## src/rtl/pp_pipeline_accel_pkg.sv

```systemverilog
// Shared types and defaults for the pipeline accelerator sink stage.
package pp_pipeline_accel_pkg;

  localparam int unsigned DefDataW = 24;
  localparam int unsigned DefDimW  = 32;

  // Held-done register values for the ap_ctrl_chain handshake.
  localparam logic ApDoneHeld  = 1'b1;
  localparam logic ApDoneClear = 1'b0;

  typedef enum logic [2:0] {
    StIdle,
    StDims,
    StStream,
    StDrain,
    StDone
  } sink_state_e;

endpackage

```

## src/rtl/pp_pipeline_accel_axis_out_reg.sv

```systemverilog
// One-entry AXI4-Stream output register: a load replaces the entry, a handshake
// without a load empties it, and the payload is held while stalled.
module pp_pipeline_accel_axis_out_reg
  import pp_pipeline_accel_pkg::*;
#(
  parameter int unsigned DATA_W = DefDataW
) (
  input  logic              ap_clk,
  input  logic              ap_rst_n,
  input  logic              load,
  input  logic [DATA_W-1:0] din,
  input  logic              user_in,
  input  logic              last_in,
  input  logic              tready,
  output logic [DATA_W-1:0] tdata,
  output logic              tvalid,
  output logic              tuser,
  output logic              tlast
);

  always_ff @(posedge ap_clk or negedge ap_rst_n) begin
    if (!ap_rst_n) begin
      tdata  <= '0;
      tvalid <= 1'b0;
      tuser  <= 1'b0;
      tlast  <= 1'b0;
    end else if (load) begin
      tdata  <= din;
      tuser  <= user_in;
      tlast  <= last_in;
      tvalid <= 1'b1;
    end else if (tvalid && tready) begin
      tvalid <= 1'b0;
    end
  end

endmodule

```

## src/rtl/pp_pipeline_accel_mat2axis_sink.sv

```systemverilog
// Reads frame dimensions, drains rows*cols pixels into an AXI4-Stream video master
// (tuser = start of frame, tlast = end of line) under ap_ctrl_chain control.
module pp_pipeline_accel_mat2axis_sink
  import pp_pipeline_accel_pkg::*;
#(
  parameter int unsigned DATA_W = DefDataW,
  parameter int unsigned DIM_W  = DefDimW
) (
  input  logic              ap_clk,
  input  logic              ap_rst_n,
  input  logic              ap_start,
  output logic              ap_done,
  input  logic              ap_continue,
  output logic              ap_idle,
  output logic              ap_ready,
  input  logic [DIM_W-1:0]  rows_c_dout,
  input  logic              rows_c_empty_n,
  output logic              rows_c_read,
  input  logic [DIM_W-1:0]  cols_c_dout,
  input  logic              cols_c_empty_n,
  output logic              cols_c_read,
  input  logic [DATA_W-1:0] data_dout,
  input  logic              data_empty_n,
  output logic              data_read,
  output logic [DATA_W-1:0] m_axis_tdata,
  output logic              m_axis_tvalid,
  input  logic              m_axis_tready,
  output logic              m_axis_tuser,
  output logic              m_axis_tlast
);

  sink_state_e      state;
  logic             done_reg;
  logic [DIM_W-1:0] rows_q, cols_q, row_q, col_q;
  logic             dims_ok, load, col_last, row_last, first_px;

  assign dims_ok     = rows_c_empty_n & cols_c_empty_n;
  // Both dimension channels are always popped together.
  assign rows_c_read = (state == StDims) & dims_ok;
  assign cols_c_read = (state == StDims) & dims_ok;

  assign load      = (state == StStream) & data_empty_n & (~m_axis_tvalid | m_axis_tready);
  assign data_read = load;

  // Only meaningful in StStream, where both dimensions are non-zero.
  assign col_last = (col_q == cols_q - DIM_W'(1));
  assign row_last = (row_q == rows_q - DIM_W'(1));
  assign first_px = (row_q == '0) & (col_q == '0);

  assign ap_done  = (state == StDone) | done_reg;
  assign ap_ready = (state == StDone);
  assign ap_idle  = (state == StIdle) & ~ap_start;

  always_ff @(posedge ap_clk or negedge ap_rst_n) begin
    if (!ap_rst_n) begin
      state    <= StIdle;
      done_reg <= ApDoneClear;
      rows_q   <= '0;
      cols_q   <= '0;
      row_q    <= '0;
      col_q    <= '0;
    end else begin
      if (ap_continue) done_reg <= ApDoneClear;
      unique case (state)
        StIdle: begin
          if (ap_start && !done_reg) state <= StDims;
        end
        StDims: begin
          if (dims_ok) begin
            rows_q <= rows_c_dout;
            cols_q <= cols_c_dout;
            row_q  <= '0;
            col_q  <= '0;
            state  <= (rows_c_dout == '0 || cols_c_dout == '0) ? StDone : StStream;
          end
        end
        StStream: begin
          if (load) begin
            if (col_last) begin
              col_q <= '0;
              row_q <= row_q + DIM_W'(1);
            end else begin
              col_q <= col_q + DIM_W'(1);
            end
            if (col_last && row_last) state <= StDrain;
          end
        end
        StDrain: begin
          if (m_axis_tvalid && m_axis_tready) state <= StDone;
        end
        StDone: begin
          state <= StIdle;
          if (!ap_continue) done_reg <= ApDoneHeld;
        end
        default: state <= StIdle;
      endcase
    end
  end

  pp_pipeline_accel_axis_out_reg #(
    .DATA_W(DATA_W)
  ) u_out_reg (
    .ap_clk  (ap_clk),
    .ap_rst_n(ap_rst_n),
    .load    (load),
    .din     (data_dout),
    .user_in (first_px),
    .last_in (col_last),
    .tready  (m_axis_tready),
    .tdata   (m_axis_tdata),
    .tvalid  (m_axis_tvalid),
    .tuser   (m_axis_tuser),
    .tlast   (m_axis_tlast)
  );

endmodule

```

## config.mk

```make
export PLATFORM = sky130hd
export DESIGN_NAME = pp_pipeline_accel_mat2axis_sink
export DESIGN_NICKNAME = d
export VERILOG_FILES = /design/src/rtl/pp_pipeline_accel_pkg.sv /design/src/rtl/pp_pipeline_accel_axis_out_reg.sv /design/src/rtl/pp_pipeline_accel_mat2axis_sink.sv
export SDC_FILE = /design/constraint.sdc
export NUM_CORES = 1
export LEC_CHECK = 0
export CAP_MARGIN = 20
export CORE_MARGIN = 3
export CORE_UTILIZATION = 25
export DETAILED_ROUTE_END_ITERATION = 8
export PLACE_DENSITY = 0.44
export SLEW_MARGIN = 30
export SYNTH_ARGS = -nofsm -noshare
export SYNTH_HDL_FRONTEND = slang
export SYNTH_SLANG_ARGS = --single-unit
```

## constraint.sdc

```tcl
create_clock -name ap_clk -period 3.49 [get_ports ap_clk]
set_clock_uncertainty 0.2 [all_clocks]
set_input_delay 1.047 -clock ap_clk [delete_from_list [all_inputs] [get_ports ap_clk]]
set_output_delay 1.047 -clock ap_clk [all_outputs]
set_load 0.01 [all_outputs]
```

==> results.py, run 1 <==
metrics = {
    "run_status": {
        "status": "complete, but fails checks",
        "violations": "setup timing",
    },
    "grt": {
        "grt_first_pass_wirelength_microns": 52420,
        "grt_max_degree": 64,
        "grt_pass1_vias": 9200,
        "gr-total-overflow": 0,
        "track_usage_pct": 15.96,
        "antenna_found_initial": 0,
    },
    "setup_path": {
        "critical_path_depth": 11,
        "timing.rr.start": "cols_q[3]",
        "path_buf_inv": 2,
        "crit_top_cell": "or4_1",
        "r2r_setup_slack_ps": -150,
        "required_ps": 3650,
        "slowest_delay_ps": 610,
        "path_class": "flop to flop",
        "crit_family": "simple AND/OR/NAND/NOR gates",
        "end_kind": "flop",
        "slowest_stage": "or4_4",
        "cp_cell_sequence": "nor4_4, buf_4, nand2_2, xnor2_1, or4_1, or4_4, nor2_8, nand3_4, buf_12, or4_1, a21oi_1",
        "cp-start-kind": "flop",
        "arrival_ps": 3790,
        "timing.rr.end": "row_q[24]",
        "worstPathMaxFanout": 12,
        "reg2regPathDepth": 11,
    },
    "synth": {
        "async_flop_share_pct": 100.0,
        "synth_edf_count": 0,
        "synth_xor_area_share_pct": 7.716,
        "ys.warnings.count": 0,
        "netlist.area_leader.share_pct": 40.76,
        "synth_compound_area_share_pct": 11.18,
        "synth_area_leaders": "dfrtp_1 (41%), nand2_1 (12%), xnor2_1 (4.4%), xor2_1 (3.3%), a31oi_1 (3.1%)",
        "syn-num-nets": 1284,
        "synthAdderAreaFrac_pct": 0.7690,
        "synthMuxAreaShare_pct": 1.782,
        "syn_area_sq_um": 9762,
        "synth_cell_types": 75,
        "yosysTopAreaCell": "dfrtp_1",
        "ys.flop_type": "dfrtp_1",
        "yosys.area_share.simple_pct": 33.95,
        "ys_ff_latch": 159,
        "synth_top_family_by_area": "simple AND/OR/NAND/NOR gates",
        "synthCells": 1182,
        "syn-mean-instance-area_sq_um": 8.259,
        "ys_seq_area_share_pct": 40.76,
    },
    "detailed_routing": {
        "wl_microns": 33490,
        "viasPerCell": 4.902,
        "num_vias": 9447,
        "remaining_drc_errors": 0,
        "ant_nets": 0,
        "drt-pass1-iter-count": 5,
        "drt_iter0_markers": 509,
        "wl_per_cell_microns": 17.38,
    },
    "place": {
        "post-place-ws_ps": -525.3,
        "gp_congestion": 0.8141,
        "hpwl_microns": 24400,
        "port-buffer-count": 128,
    },
    "die": {
        "fp.dieH_microns": 203.6,
        "die_w_microns": 203.6,
        "core_area_sq_um": 38110,
        "dieArea_sq_um": 41460,
        "pin_count": 129,
        "rows": 71,
        "start_util_pct": 25.61,
    },
    "pwr": {
        "ir_drop_mv": 0.2788,
        "powerDensity_nw_per_um2": 700.6,
        "leakagePower_nw": 5.827,
    },
    "layout": {
        "syn2layout_area_growth_pct": 37.66,
        "drive_gt1_share_pct": 16.53,
        "n_antenna_cell": 0,
        "final_nets": 1505,
        "n_fill_cell": 3971,
    },
    "sta": {
        "setup_ws_ps": -145.0,
        "max_clock_freq_ghz": 0.2751,
        "period_share_pct": 104.2,
        "slew_headroom_pct": 47.62,
        "rsz0062_at_grt": "yes",
        "hold_violations": 0,
        "setup_violations": 20,
        "period_minus_slack_ps": 3635,
        "holdWs_ps": 272.5,
        "worst_pin_slew_ps": 785.7,
        "maxSlewViolCount": 0,
    },
    "run": {
        "cap_violations": 0,
    },
    "clocking": {
        "tritoncts.num_buffers": 17,
        "ctsHoldBuffers": 0,
        "clock_insertion_delay_worst_skew_ps": 440,
        "clockBufferDepth": 2,
        "path_clk_slew_ps": 70,
        "cts_root_buf": "clkbuf_16",
        "cts_htree_levels": 4,
        "clock_sinks": 159,
        "cts_tree": "built",
    },
    "min_path": {
        "hold_path_end": "u_out_reg.tdata[21]",
        "min_delay_path_depth": 2,
        "worstHoldStart": "u_out_reg.tdata[21]",
        "hp-class": "flop to flop",
    },
}
[synthesized netlist by cell type (7+ instances only)]
cell      count
or3_1        34
a21oi_1      37
nor4_1       49
clkbuf_1     56
nand3_1      32
nor3_1       27
nand2_1     316
xor2_1       37
and3_1       25
and4_1        7
dfrtp_1     159
nand3b_1      7
or4_1        27
nand2b_1     15
a31oi_1      49
o21ai_0      39
inv_1        30
mux2i_1      14
nor2_1       35
nand4_1      24
o31ai_1      10
xnor2_1      49
[per-stage QoR]
stage               std cells  TNS, ps  utilization, %  instance area [sq um]  power [mW]
finish                   1927    -2391           35.26                  13440       9.415
CTS                      1923    -2412           34.76                  13250       9.452
global route             1927    -6572           35.26                  13440       10.11
detailed placement       1890    -7062           32.89                  12530       7.248
floorplan                1182        0               -                   9814       5.286
global placement         1890    -7133           32.89                  12530       7.214
[what timing repair did]
action	4_1_cts	5_1_grt
cloned	0	2
buffers inserted	1	3
pin swaps	7	18
gates resized for setup	26	29
endpoints found under the setup margin	60	63
[layout make-up]
| type | instances | area (sq um) | share of cell area [%] |
|---|---|---|---|
| timing repair buffer | 265 | 2406 | 17.91 |
| tap | 511 | 639.4 | 4.758 |
| multi-input combinational | 929 | 5649 | 42.04 |
| clock inverter | 9 | 153.9 | 1.145 |
| sequential | 159 | 3980 | 29.62 |
| clock buffer | 23 | 488.0 | 3.631 |
| inverter | 31 | 121.4 | 0.9032 |
[metal layers]
layer | global-route usage (%) | vias to the layer above | routed length (microns)
met5 | 0 | - | 0
met4 | 4.130 | 0 | 553
met3 | 2.713 | 24 | 1076
met2 | 26.52 | 156 | 16260
met1 | 21.61 | 4627 | 15600
li1 | - | 4640 | -
[cells by family after synthesis]
group,after synthesis
muxes,17
AOI/OAI and AO/OA,175
buffers and inverters,94
and+or+nand+nor,645
adders and majority gates,6
xor gates and xnor gates,86
DFF,159
[report_power, final]
| group | leakage (nW) | total (mW) | internal, mW | switching [mW] |
|---|---|---|---|---|
| logic | 3.44 | 4.30 | 2.11 | 2.19 |
| registers | 2.07 | 3.02 | 2.39 | 0.632 |
| clock network | 0.310 | 2.09 | 1.28 | 0.815 |
[how the worst max path moves through the flow]
stage                   start           to  slack (ps)
6_report            cols_q[3]    row_q[24]        -150
5_1_grt             cols_q[0]    row_q[17]        -240
4_1_cts             cols_q[0]    row_q[26]        -160
3_5_place_dp   rows_c_empty_n  cols_c_read        -530
3_3_place_gp   rows_c_empty_n  cols_c_read        -540
2_1_floorplan       cols_q[0]     state[0]           2
[tightest hold or removal path, cell delays in order, from the launching register on]
cell,delay [ps]
dfrtp_1,340
nand2_1,50
nand2_1,50
[cells in the final DEF (no fill, tap or decap), drive strengths merged, types with 15 or more instances in the layout]
master         instances
nand3                 35
nand2                316
a31oi                 49
o21ai                 42
nand2b                15
clkbuf                25
nand4                 24
a21oi                 37
nor3                  30
clkdlybuf4s50        122
nor2                  36
or4                   28
and3                  25
inv                   31
buf                  138
xnor2                 49
nor4                  54
or3                   35
xor2                  37
dfrtp                159
No activity file was read; power rests on OpenSTA's default activity.
==> inputs of run 2 (changes only) <==
- SETUP_SLACK_MARGIN: unset -> 0.15
==> run 2 against run 1 <==
Effect of this change: the flow still finishes with violations (setup timing); largest power group unchanged; first-iteration DRC count is 9.8% higher; total power is 0.44% higher; combinational power is 1% higher; setup slack worse by 27 ps; sequential share of layout area is 0.76 points lower; largest cell class unchanged; non-clock buffer count is 15 higher; critical path depth is 1 lower; die area stayed put; register-to-register slack worse by 30 ps; cell count is 0.73% higher.
==> results.py, run 2 (same netlist as run 1, synthesis figures left out) <==
metrics = {
    "run_status": {
        "status": "complete, but fails checks",
        "violations": "setup timing",
    },
    "detailed_routing": {
        "drt-pass1-iter-count": 5,
        "drt_iter0_markers": 559,
        "num_vias": 9476,
        "ant_nets": 0,
        "viasPerCell": 4.882,
        "remaining_drc_errors": 0,
        "wl_per_cell_microns": 17.07,
        "wl_microns": 33140,
    },
    "clocking": {
        "path_clk_slew_ps": 70,
        "cts_tree": "built",
        "clock_insertion_delay_worst_skew_ps": 430,
        "cts_root_buf": "clkbuf_16",
        "clock_sinks": 159,
        "ctsHoldBuffers": 0,
        "cts_htree_levels": 4,
        "clockBufferDepth": 2,
        "tritoncts.num_buffers": 17,
    },
    "setup_path": {
        "path_class": "flop to flop",
        "worstPathMaxFanout": 4,
        "crit_start": "cols_q[2]",
        "timing.rr.start": "cols_q[2]",
        "required_ps": 3620,
        "cp-start-kind": "flop",
        "end_kind": "flop",
        "arrival_ps": 3800,
    },
    "layout": {
        "fin_cells": 1941,
        "final_util_pct": 36.21,
        "final_nets": 1520,
        "syn2layout_area_growth_pct": 41.36,
        "final_common_cell": "nand2_1",
        "drive_gt1_share_pct": 17.97,
        "layout_common_cells": "nand2_1 (314), dfrtp_1 (156), buf_4 (127)",
        "n_antenna_cell": 0,
    },
    "die": {
        "die_w_microns": 203.6,
        "pin_count": 129,
        "core_area_sq_um": 38110,
        "dieArea_sq_um": 41460,
        "start_util_pct": 25.61,
        "rows": 71,
        "fp.dieH_microns": 203.6,
    },
    "sta": {
        "worst_pin_slew_ps": 772.9,
        "max_clock_freq_ghz": 0.2731,
        "rsz0062_at_grt": "yes",
        "period_share_pct": 104.9,
        "hold_violations": 0,
        "fin_setup_tns_ps": -3667,
        "slew_headroom_pct": 48.47,
        "period_minus_slack_ps": 3662,
        "setup_ws_ps": -172.1,
        "setup_violations": 47,
        "maxSlewViolCount": 0,
        "holdWs_ps": 272.8,
    },
    "run": {
        "cap_violations": 0,
    },
    "grt": {
        "grt_pass1_vias": 9106,
        "grt_max_degree": 63,
        "antenna_found_initial": 0,
        "gr-total-overflow": 0,
        "grt_first_pass_wirelength_microns": 52100,
        "track_usage_pct": 15.82,
    },
    "place": {
        "port-buffer-count": 128,
        "place_inst": 1895,
        "gp_congestion": 0.8262,
        "hpwl_microns": 24100,
    },
    "pwr": {
        "leakagePower_nw": 5.977,
        "powerDensity_nw_per_um2": 685.3,
        "ir_drop_mv": 0.3109,
    },
    "min_path": {
        "hp-class": "flop to flop",
        "worstHoldStart": "u_out_reg.tdata[21]",
    },
}
## run 2: cell count changes in the layout (fill, tap and decap cells not counted), sizes merged
cell	previous run	this run
clkbuf	25	23
dlygate4sd2	1	4
bufinv	4	5
clkdlybuf4s50	122	119
inv	31	30
clkinvlp	2	4
buf	138	151
clkinv	3	2
bufbuf	0	2
## run 2: cell type report
| cell class | instances | area [sq um] |
|---|---|---|
| Fill cell | 3895 | 24310 |
| Multi-Input combinational cell | 929 | 5734 |
| Sequential cell | 159 | 3983 |
| Timing Repair Buffer | 280 | 2676 |
| Tap cell | 511 | 639.4 |
| Clock buffer | 21 | 460.4 |
| Clock inverter | 10 | 185.2 |
| Inverter | 31 | 121.4 |
## run 2: repair_timing
action | 4_1_cts | 5_1_grt
resized for setup | 53 | 43
setup buffers | 7 | 2
setup endpoints to repair | 67 | 68
gates cloned | 3 | 3
pin swaps | 40 | 11
## run 2: report_power, final
| part | switching, mW | internal (mW) | leakage (nW) |
|---|---|---|---|
| Clock | 0.805 | 1.30 | 0.301 |
| Combinational | 2.21 | 2.14 | 3.61 |
| Sequential | 0.600 | 2.39 | 2.07 |
## run 2: per-layer routing
layer	share of wire, %	global-route usage [%]
met1	47	21.65
met3	3.0	2.618
met2	49	26.41
met4	1.3	3.417
met5	0	0
## run 2: worst paths after layout
check	end	slack (ps)	cells after the start
setup / recovery	state[0]	-170	10
hold / removal	u_out_reg.tdata[21]	270	2
setup reg to reg	state[0]	-170	10
hold reg to reg	u_out_reg.tdata[21]	270	2
max in group asynchronous	state[0]	2020	2
min in group asynchronous	rows_q[26]	310	1
## run 2: per-stage QoR
stage / setup WS (ps) / area, sq um / total power, mW
final: -172.1 / 13800 / 9.457
after floorplan: 36.29 / 9832 / 5.289
after CTS: -174.0 / 13550 / 9.520
after detailed placement: -522.0 / 12600 / 7.260
after global routing: -332.8 / 13800 / 10.16
after global placement: -542.8 / 12600 / 7.223
## run 2: critical path, stage by stage, from the launching register on
cell      delay (ps)
dfrtp_2          440
nor4_4           390
nand3_2          190
nor4_4           320
mux2_4           340
or4_4            600
nor2_8           140
buf_6            140
nand2_8           50
or4b_4           520
a221oi_2         220
